### src/rtl/dcache.sv
// Direct-mapped, write-through, no-write-allocate data cache; 2^INDEX_W lines x 4 words.
// Latency: load hit responds 1 cycle after accept, load miss 6 cycles, store 2 cycles.
// Backpressure: req_ready is high only in IDLE, so one request is in flight at a time.
// Optional DCACHE_STATS_EN adds saturating hit_cnt/miss_cnt outputs for load lookups.
module dcache #(
  parameter int INDEX_W = 4
) (
  input  logic        clk,
  input  logic        rstn,
  input  logic        req_valid,
  output logic        req_ready,
  input  logic [31:0] addr,
  input  logic        we,
  input  logic [31:0] wdata,
  output logic        resp_valid,
  output logic [31:0] rdata,
  output logic [31:0] mem_addr,
  output logic        mem_we,
  output logic [31:0] mem_wdata,
  input  logic [31:0] mem_rdata
`ifdef DCACHE_STATS_EN
  ,
  output logic [31:0] hit_cnt,
  output logic [31:0] miss_cnt
`endif
);

  localparam int LINES = 1 << INDEX_W;
  localparam int TAG_W = 28 - INDEX_W;

  typedef enum logic [1:0] {IDLE, LOOKUP, REFILL, WRITE} state_t;

  state_t state, state_nxt;

  logic [31:0]        lat_addr;
  logic [31:0]        lat_wdata;
  logic               lat_we;
  logic [1:0]         cnt;
  logic [LINES-1:0]   valid;
  logic [TAG_W-1:0]   tag_arr  [LINES];
  logic [31:0]        data_arr [LINES*4];

  logic [INDEX_W-1:0] idx;
  logic [TAG_W-1:0]   tag;
  logic [1:0]         wrd;
  logic               hit;

  // Byte-offset bits are architecturally ignored.
  logic unused_addr_bits;
  assign unused_addr_bits = ^addr[1:0];

  assign idx = lat_addr[INDEX_W+3:4];
  assign tag = lat_addr[31:INDEX_W+4];
  assign wrd = lat_addr[3:2];
  assign hit = valid[idx] && (tag_arr[idx] == tag);

  // State register
  always_ff @(posedge clk or negedge rstn) begin
    if (!rstn) state <= IDLE;
    else       state <= state_nxt;
  end

  // Next-state and output decode; memory port mirrors latched request unless refilling
  always_comb begin
    state_nxt  = state;
    req_ready  = 1'b0;
    resp_valid = 1'b0;
    rdata      = 32'h0;
    mem_we     = 1'b0;
    mem_addr   = lat_addr;
    mem_wdata  = lat_wdata;
    case (state)
      IDLE: begin
        req_ready = 1'b1;
        if (req_valid) state_nxt = LOOKUP;
      end
      LOOKUP: begin
        if (lat_we) begin
          state_nxt = WRITE;
        end else if (hit) begin
          resp_valid = 1'b1;
          rdata      = data_arr[{idx, wrd}];
          state_nxt  = IDLE;
        end else begin
          state_nxt = REFILL;
        end
      end
      REFILL: begin
        mem_addr = {lat_addr[31:4], cnt, 2'b00};
        if (cnt == 2'd3) state_nxt = LOOKUP;
      end
      WRITE: begin
        mem_we     = 1'b1;
        resp_valid = 1'b1;
        state_nxt  = IDLE;
      end
      default: state_nxt = IDLE;
    endcase
  end

  // Request latch, refill word counter and line valid bits
  always_ff @(posedge clk or negedge rstn) begin
    if (!rstn) begin
      lat_addr  <= 32'h0;
      lat_wdata <= 32'h0;
      lat_we    <= 1'b0;
      cnt       <= 2'd0;
      valid     <= '0;
    end else begin
      case (state)
        IDLE: begin
          if (req_valid) begin
            lat_addr  <= {addr[31:2], 2'b00};
            lat_wdata <= wdata;
            lat_we    <= we;
          end
        end
        LOOKUP: begin
          if (!lat_we && !hit) begin
            // Line is being replaced: keep it invalid until the last word lands,
            // so an interrupted refill never exposes a half-filled line.
            cnt        <= 2'd0;
            valid[idx] <= 1'b0;
          end
        end
        REFILL: begin
          cnt <= cnt + 2'd1;
          if (cnt == 2'd3) valid[idx] <= 1'b1;
        end
        default: ;
      endcase
    end
  end

  // Tag and data arrays: refill words, and write-through update on store hit
  always_ff @(posedge clk) begin
    if (state == REFILL) begin
      data_arr[{idx, cnt}] <= mem_rdata;
      if (cnt == 2'd3) tag_arr[idx] <= tag;
    end else if (state == WRITE && hit) begin
      data_arr[{idx, wrd}] <= lat_wdata;
    end
  end

`ifdef DCACHE_STATS_EN
  logic prev_idle;

  // Count only the first lookup of each load; the post-refill lookup is skipped
  always_ff @(posedge clk or negedge rstn) begin
    if (!rstn) begin
      prev_idle <= 1'b0;
      hit_cnt   <= 32'h0;
      miss_cnt  <= 32'h0;
    end else begin
      prev_idle <= (state == IDLE);
      if (state == LOOKUP && prev_idle && !lat_we) begin
        if (hit) begin
          if (hit_cnt != 32'hFFFF_FFFF) hit_cnt <= hit_cnt + 32'd1;
        end else begin
          if (miss_cnt != 32'hFFFF_FFFF) miss_cnt <= miss_cnt + 32'd1;
        end
      end
    end
  end
`endif

endmodule

### config.mk
export PLATFORM = sky130hd
export DESIGN_NAME = dcache
export DESIGN_NICKNAME = d
export VERILOG_FILES = /design/src/rtl/dcache.sv
export SDC_FILE = /design/constraint.sdc
export NUM_CORES = 2
export LEC_CHECK = 0
export BUFFER_PORTS_ARGS = -buffer_cell sky130_fd_sc_hd__buf_2
export CAP_MARGIN = 20
export CORE_UTILIZATION = 67
export DETAILED_ROUTE_END_ITERATION = 10
export PLACE_DENSITY_LB_ADDON = 0.25
export SLEW_MARGIN = 30
export SYNTH_ARGS = -nofsm -noshare
export SYNTH_HDL_FRONTEND = slang
export SYNTH_SLANG_ARGS = --single-unit
### constraint.sdc
create_clock -name clk -period 15.8 [get_ports clk]
set_input_delay 0.79 -clock clk [delete_from_list [all_inputs] [get_ports clk]]
set_output_delay 0.79 -clock clk [all_outputs]
set_load 0.05 [all_outputs]
After elaboration in Yosys (flattened, before gate mapping)
Memories as Yosys holds them, arrays and structs flattened.
Index checks and enable logic that the tools add are counted.
- output and inout bits: 99
- register bits after elaboration: 83
- word-level logic and storage cells: 69
- memories kept: 2
- input bits: 100
- RAM bits: 2432
- memory list (memory ; depth ; width ; rd ports ; clocked after Yosys merged registers in ; wr ports ; line ; text):
    data_arr ; 64 ; 32 ; 1 ; 0 ; 1 ; 41 ; logic [31:0] data_arr [LINES*4];
    tag_arr ; 16 ; 24 ; 1 ; 0 ; 1 ; 40 ; logic [TAG_W-1:0] tag_arr [LINES];
- add/subtract/negate cells: 1
- magnitude comparators: 2
- bitwise logic cells: 3
- reductions and logical operators: 13
- muxes and demuxes: 34
- equality and inequality tests: 8
- operator list (cell ; count):
    32-bit two-way mux ; 4
    16-bit two-way mux ; 2
    16-bit case mux with 2 select lines ; 1
    32-bit OR reduction ; 1
    24-bit == test ; 1
    16-bit bitwise AND ; 1
    16-bit inverter ; 1
    16-bit bitwise OR ; 1
    1-bit two-way mux ; 15
    2-bit two-way mux ; 5
    2-bit case mux with 4 select lines ; 1
    2-bit == test, second input constant ; 3
    6-bit two-way mux ; 1
    2-bit inequality test, second input constant ; 3
    2-bit AND reduction ; 3
    4-bit by 5-bit < comparator with 1-bit output, second input constant ; 1
    1-bit binary-select mux with 4-bit select ; 1
    1-bit demux with 4-bit select ; 1
    4-bit by 1-bit >= comparator with 1-bit output, second input constant ; 1
    1-bit logical AND ; 4
    4-bit two-way mux ; 1
    2-bit case mux with 2 select lines ; 1
    3-bit AND reduction ; 1
    2-bit by 1-bit adder with 2-bit output, second input constant ; 1
    other kinds (5) ; 6

Depth between registers and ports, before layout
- depth in word-level cells: 9
- mapped depth: 14
- gate-level depth less buffers: 8

Worst setup path before layout
OpenSTA, ideal clock, no wires.
- path kind: flip-flop to output port
- start: reg lat_addr[5]
- end: out rdata[3]
- path buffers: 4
- data required time: 15.010 ns
- arrival time: 5.076 ns
- slack: 9.934 ns
- cell stages (with the launch flop): 13
- cells stage by stage: dfrtp_1 > buf_2 > buf_6 > buf_2 > mux2_2 > o22ai_1 > nor3_1 > a2111o_1 > o41ai_1 > and4b_1 > buf_2 > nand3_2 > a2111oi_0
- word-level cells in the longest chain between the ends: 6
- elaborated cells between the ends (all ways): 9
- classes of those cells: eq/ne (1); mux (5); reduce/logical (1); memory (2)
- RTL lines (what ; line ; text):
    start: declaration ; 35 ; logic [31:0] lat_addr;
    start signal: assignment ; 113 ; lat_addr <= {addr[31:2], 2'b00};
    memory 16 x 24 bit or 1-bit binary-select mux with 4-bit select (tied branches) ; n/a ;
    24-bit == test or 1-bit two-way mux (tied branches) ; 55 ; assign hit = valid[idx] && (tag_arr[idx] == tag);
    1-bit logical AND ; 55 ;
    32-bit two-way mux * ; 80 ; end else if (hit) begin
    32-bit two-way mux * ; 78 ; if (lat_we) begin
    32-bit two-way mux * ; 72 ; case (state)
    end: declaration ; 16 ; output logic [31:0] rdata,
Every way passes the cells marked *; elsewhere a longest branch is shown, timed or not. The select of a mux whose other input is x is not followed.

Final worst setup path
- start: reg lat_addr[5]
- end: out rdata[12]
The elaborated chain is that of the path after synthesis.

==> run_results.csv <==
group,metric,value,unit
worst_hold_path,hp-start,"addr[19]",
detailed_routing,postRouteWirelength,296000,um
setup_path,required,15.01,ns
power,total_power,19500,uW
detailed_routing,drc,0,
flow_run,max_cap_violations,0,
detailed_routing,first_pass_iters,7,
timing,finalCritPeriodShare,52.8,%
cts,cts_inserted_buffers,230,
detailed_routing,vias,52600,
cts,postCtsSetupBuffers,0,
final_layout,syn_to_final_growth,12.9,%
cts,clock-sinks,2515,
synthesis,ys_seq_area_share,77.5,%
synthesis,synth_edf_count,2432,
timing,fin_skew,0.0545,ns
timing,fin_crit,8.34,ns
setup_path,start_kind,"flip-flop",
cts,insertion_delay,0.91,ns
cts,htreeDepth,4,
synthesis,synthesis.area,96900,um^2
cts,cts-root-buf,"clkbuf_16",
detailed_routing,drt-vias-per-instance,7.73,
timing,max_freq,0.120,GHz
final_layout,finish.utilization,76.3,%
power,peakVddDrop,0.000256,V
die,core.rowCount,139,
die,core-area,143000,um^2
worst_hold_path,hold_class,"in -> reg",
place,hpwl,152000,um
final_layout,nets,4791,
setup_path,reg2reg_depth,11,
synthesis,yosys.cell_types.count,68,
timing,finalSetupTns,0,ns
detailed_routing,ant_nets,0,
final_layout,stdcell_area,109000,um^2
detailed_routing,drt_iter0_markers,10200,
timing,rsz0062_at_grt,"false",
timing,maxSlewHeadroom,23.7,%
setup_path,endpoint_kind,"output port",
worst_hold_path,min_path_cells,3,
place,port_buffers,194,
status,status,"finished, final reports clean",
cts,clockBufferDepth,3,
detailed_routing,wl_per_cell,43.5,um
synthesis,synth_most_common_cell,"edfxtp_1",
setup_path,cp.arrival,7.55,ns
setup_path,r2r_start,"lat_addr[5]",
setup_path,cpLargestDelayFamily,"buffers and inverters",
place,pre_cts_ws,7.92,ns
die,fp.dieW,382,um
die,start_util,67.5,%
die,fp.dieH,382,um
final_layout,layout-drive-gt1-share,31.8,%
setup_path,cpMaxStageDelayCell,"dfrtp_4",
power,power_leakage,0.0348,uW
final_layout,fill_cells,6993,
final_layout,multi_input_area,21400,um^2
setup_path,path_buf_inv,4,
timing,worst_pin_slew,1.12,ns
place,postPlaceCellArea,102000,um^2
synthesis,synth_warnings,0,
grt,grt_start_max_net_pins,122,
synthesis,synth-seq-cells,2515,
die,ios,199,
timing,hold_violations,0,
cts,cts_tree,"done",
synthesis,synth_ff_type,"edfxtp_1",
setup_path,worstReg2RegEnd,"data_arr[1][20]",
final_layout,regArea,75100,um^2
die,dieArea,146000,um^2
grt,grt_overflow_total,0,
grt,antenna_found_initial,13,
timing,fin_ws,7.46,ns
setup_path,crit_fanout,45,
timing,setup_viol,0,
place,place.gp.congestion,0.870,
power,power_density,178,nW/um^2
setup_path,reg2reg_slack,7.54,ns
cts,cts.clk_slew.worst_paths,0.06,ns
synthesis,ys_top_cells_by_area,"edfxtp_1 (75%), mux4_2 (15%), dfrtp_1 (2.1%)",
setup_path,crit_top_cell,"buf_4",
worst_hold_path,hold_end,"lat_addr[19]",
setup_path,critPathMaxStageDelay,0.92,ns
synthesis,synth_common_cells,"edfxtp_1 (2432), mux4_2 (624), o22ai_1 (134)",
synthesis,netlist.area_leader.share,75.4,%
grt,track_usage,40.7,%
setup_path,critPathKind,"reg -> out",
synthesis,syn_area_per_cell,22.3,um^2
setup_path,crit_chain,"buf_4 -> buf_4 -> mux4_2 -> mux2i_1 -> o2bb2ai_1 -> o41ai_1 -> and4b_1 -> nand3_2 -> buf_4 -> a2111oi_1 -> buf_2",
timing,drv_slew,0,
grt,grt_pass1_wl,402000,um
synthesis,async_reset_ff_share,3.30,%
synthesis,syn_inst,4348,
grt,grt_pass1_vias,52300,
synthesis,synth_top_area_cell,"edfxtp_1",
area by class of cell:
cell class	count	share of cell area, %
Sequential cell	2515	68.6
Multi-Input combinational cell	1548	19.6
Clock buffer	286	5.59
Timing Repair Buffer	380	2.65
Tap cell	1903	2.18
Clock inverter	146	1.28
Inverter	15	0.0526
Antenna cell	10	0.0229
cells by family after synthesis:
family                     Yosys count  synth area share (%)
DFF                               2515                  77.5
muxes                              836                  16.9
AOI/OAI and AO/OA                  383                  2.56
and+or+nand+nor                    303                  1.48
buffers and inverters              286                  1.37
xor gates and xnor gates            23                 0.208
adders and majority gates            1                0.0129
other                                1               0.00387
power breakdown:
group | switching, uW | leakage, uW | total (uW) | internal [uW]
Combinational | 3470 | 0.00822 | 5710 | 2240
Clock | 2530 | 0.00367 | 5590 | 3060
Sequential | 401 | 0.0229 | 8170 | 7760
Total | 6400 | 0.0348 | 19500 | 13100
metal layers:
metal	vias up	track usage (%)	wire length, um
met4	14	26.1	23100
met1	26600	52.2	89600
met3	1274	12.6	47200
met5	-	0.628	113
met2	5630	61.4	136000
li1	19100	-	-
flip-flops by register name (all words and copies together) (netlist names), named ones only:
| register | flops |
|---|---|
| data_arr | 2048 |
| tag_arr | 384 |
| mem_wdata | 32 |
| lat_addr | 30 |
| cnt | 2 |
| state | 2 |
| lat_we | 1 |
cells in the final DEF, fill, tap and decap left out, types with 77 or more instances in the layout:
cell type  Yosys  final
clkbuf_16      0    231
mux2_2        93     97
buf_4         39    153
nor2_1        94     77
nand2_1       96     88
mux4_2       624    624
edfxtp_1    2432   2432
o22ai_1      134    134
dfrtp_1       83     77
buf_2         80    193
mux2i_1       89     89
worst max path at each step:
stage / startpoint / to / slack, ns / cells past startpoint
after floorplan: lat_addr[5] / rdata[3] / 9.93 / 12
after global placement: lat_addr[5] / data_arr[5][9] / 7.84 / 12
after detailed placement: lat_addr[5] / data_arr[12][10] / 7.92 / 11
after CTS: lat_addr[5] / rdata[11] / 7.51 / 11
after global routing: lat_addr[5] / rdata[12] / 7.36 / 11
final: lat_addr[5] / rdata[12] / 7.46 / 11
worst min-delay path, stage by stage:
cell	delay [ns]
buf_2	0.07
nand2_1	0.04
o21ai_0	0.06
per-stage QoR:
| stage | hold slack, ns | cells |
|---|---|---|
| 4_1_cts | 0.0740 | 6791 |
| 5_1_grt | 0.119 | 6794 |
| 2_1_floorplan | 0.490 | 4349 |
| 3_5_place_dp | 0.515 | 6358 |
| 3_3_place_gp | 0.499 | 6335 |
| 6_report | 0.112 | 6803 |
timing repair:
| action | in CTS | in global routing |
|---|---|---|
| resized for setup | 0 | 0 |
| hold buffers | 1 | 0 |
| hold endpoints to repair | 31 | 0 |
No activity file was read; power rests on OpenSTA's default activity.
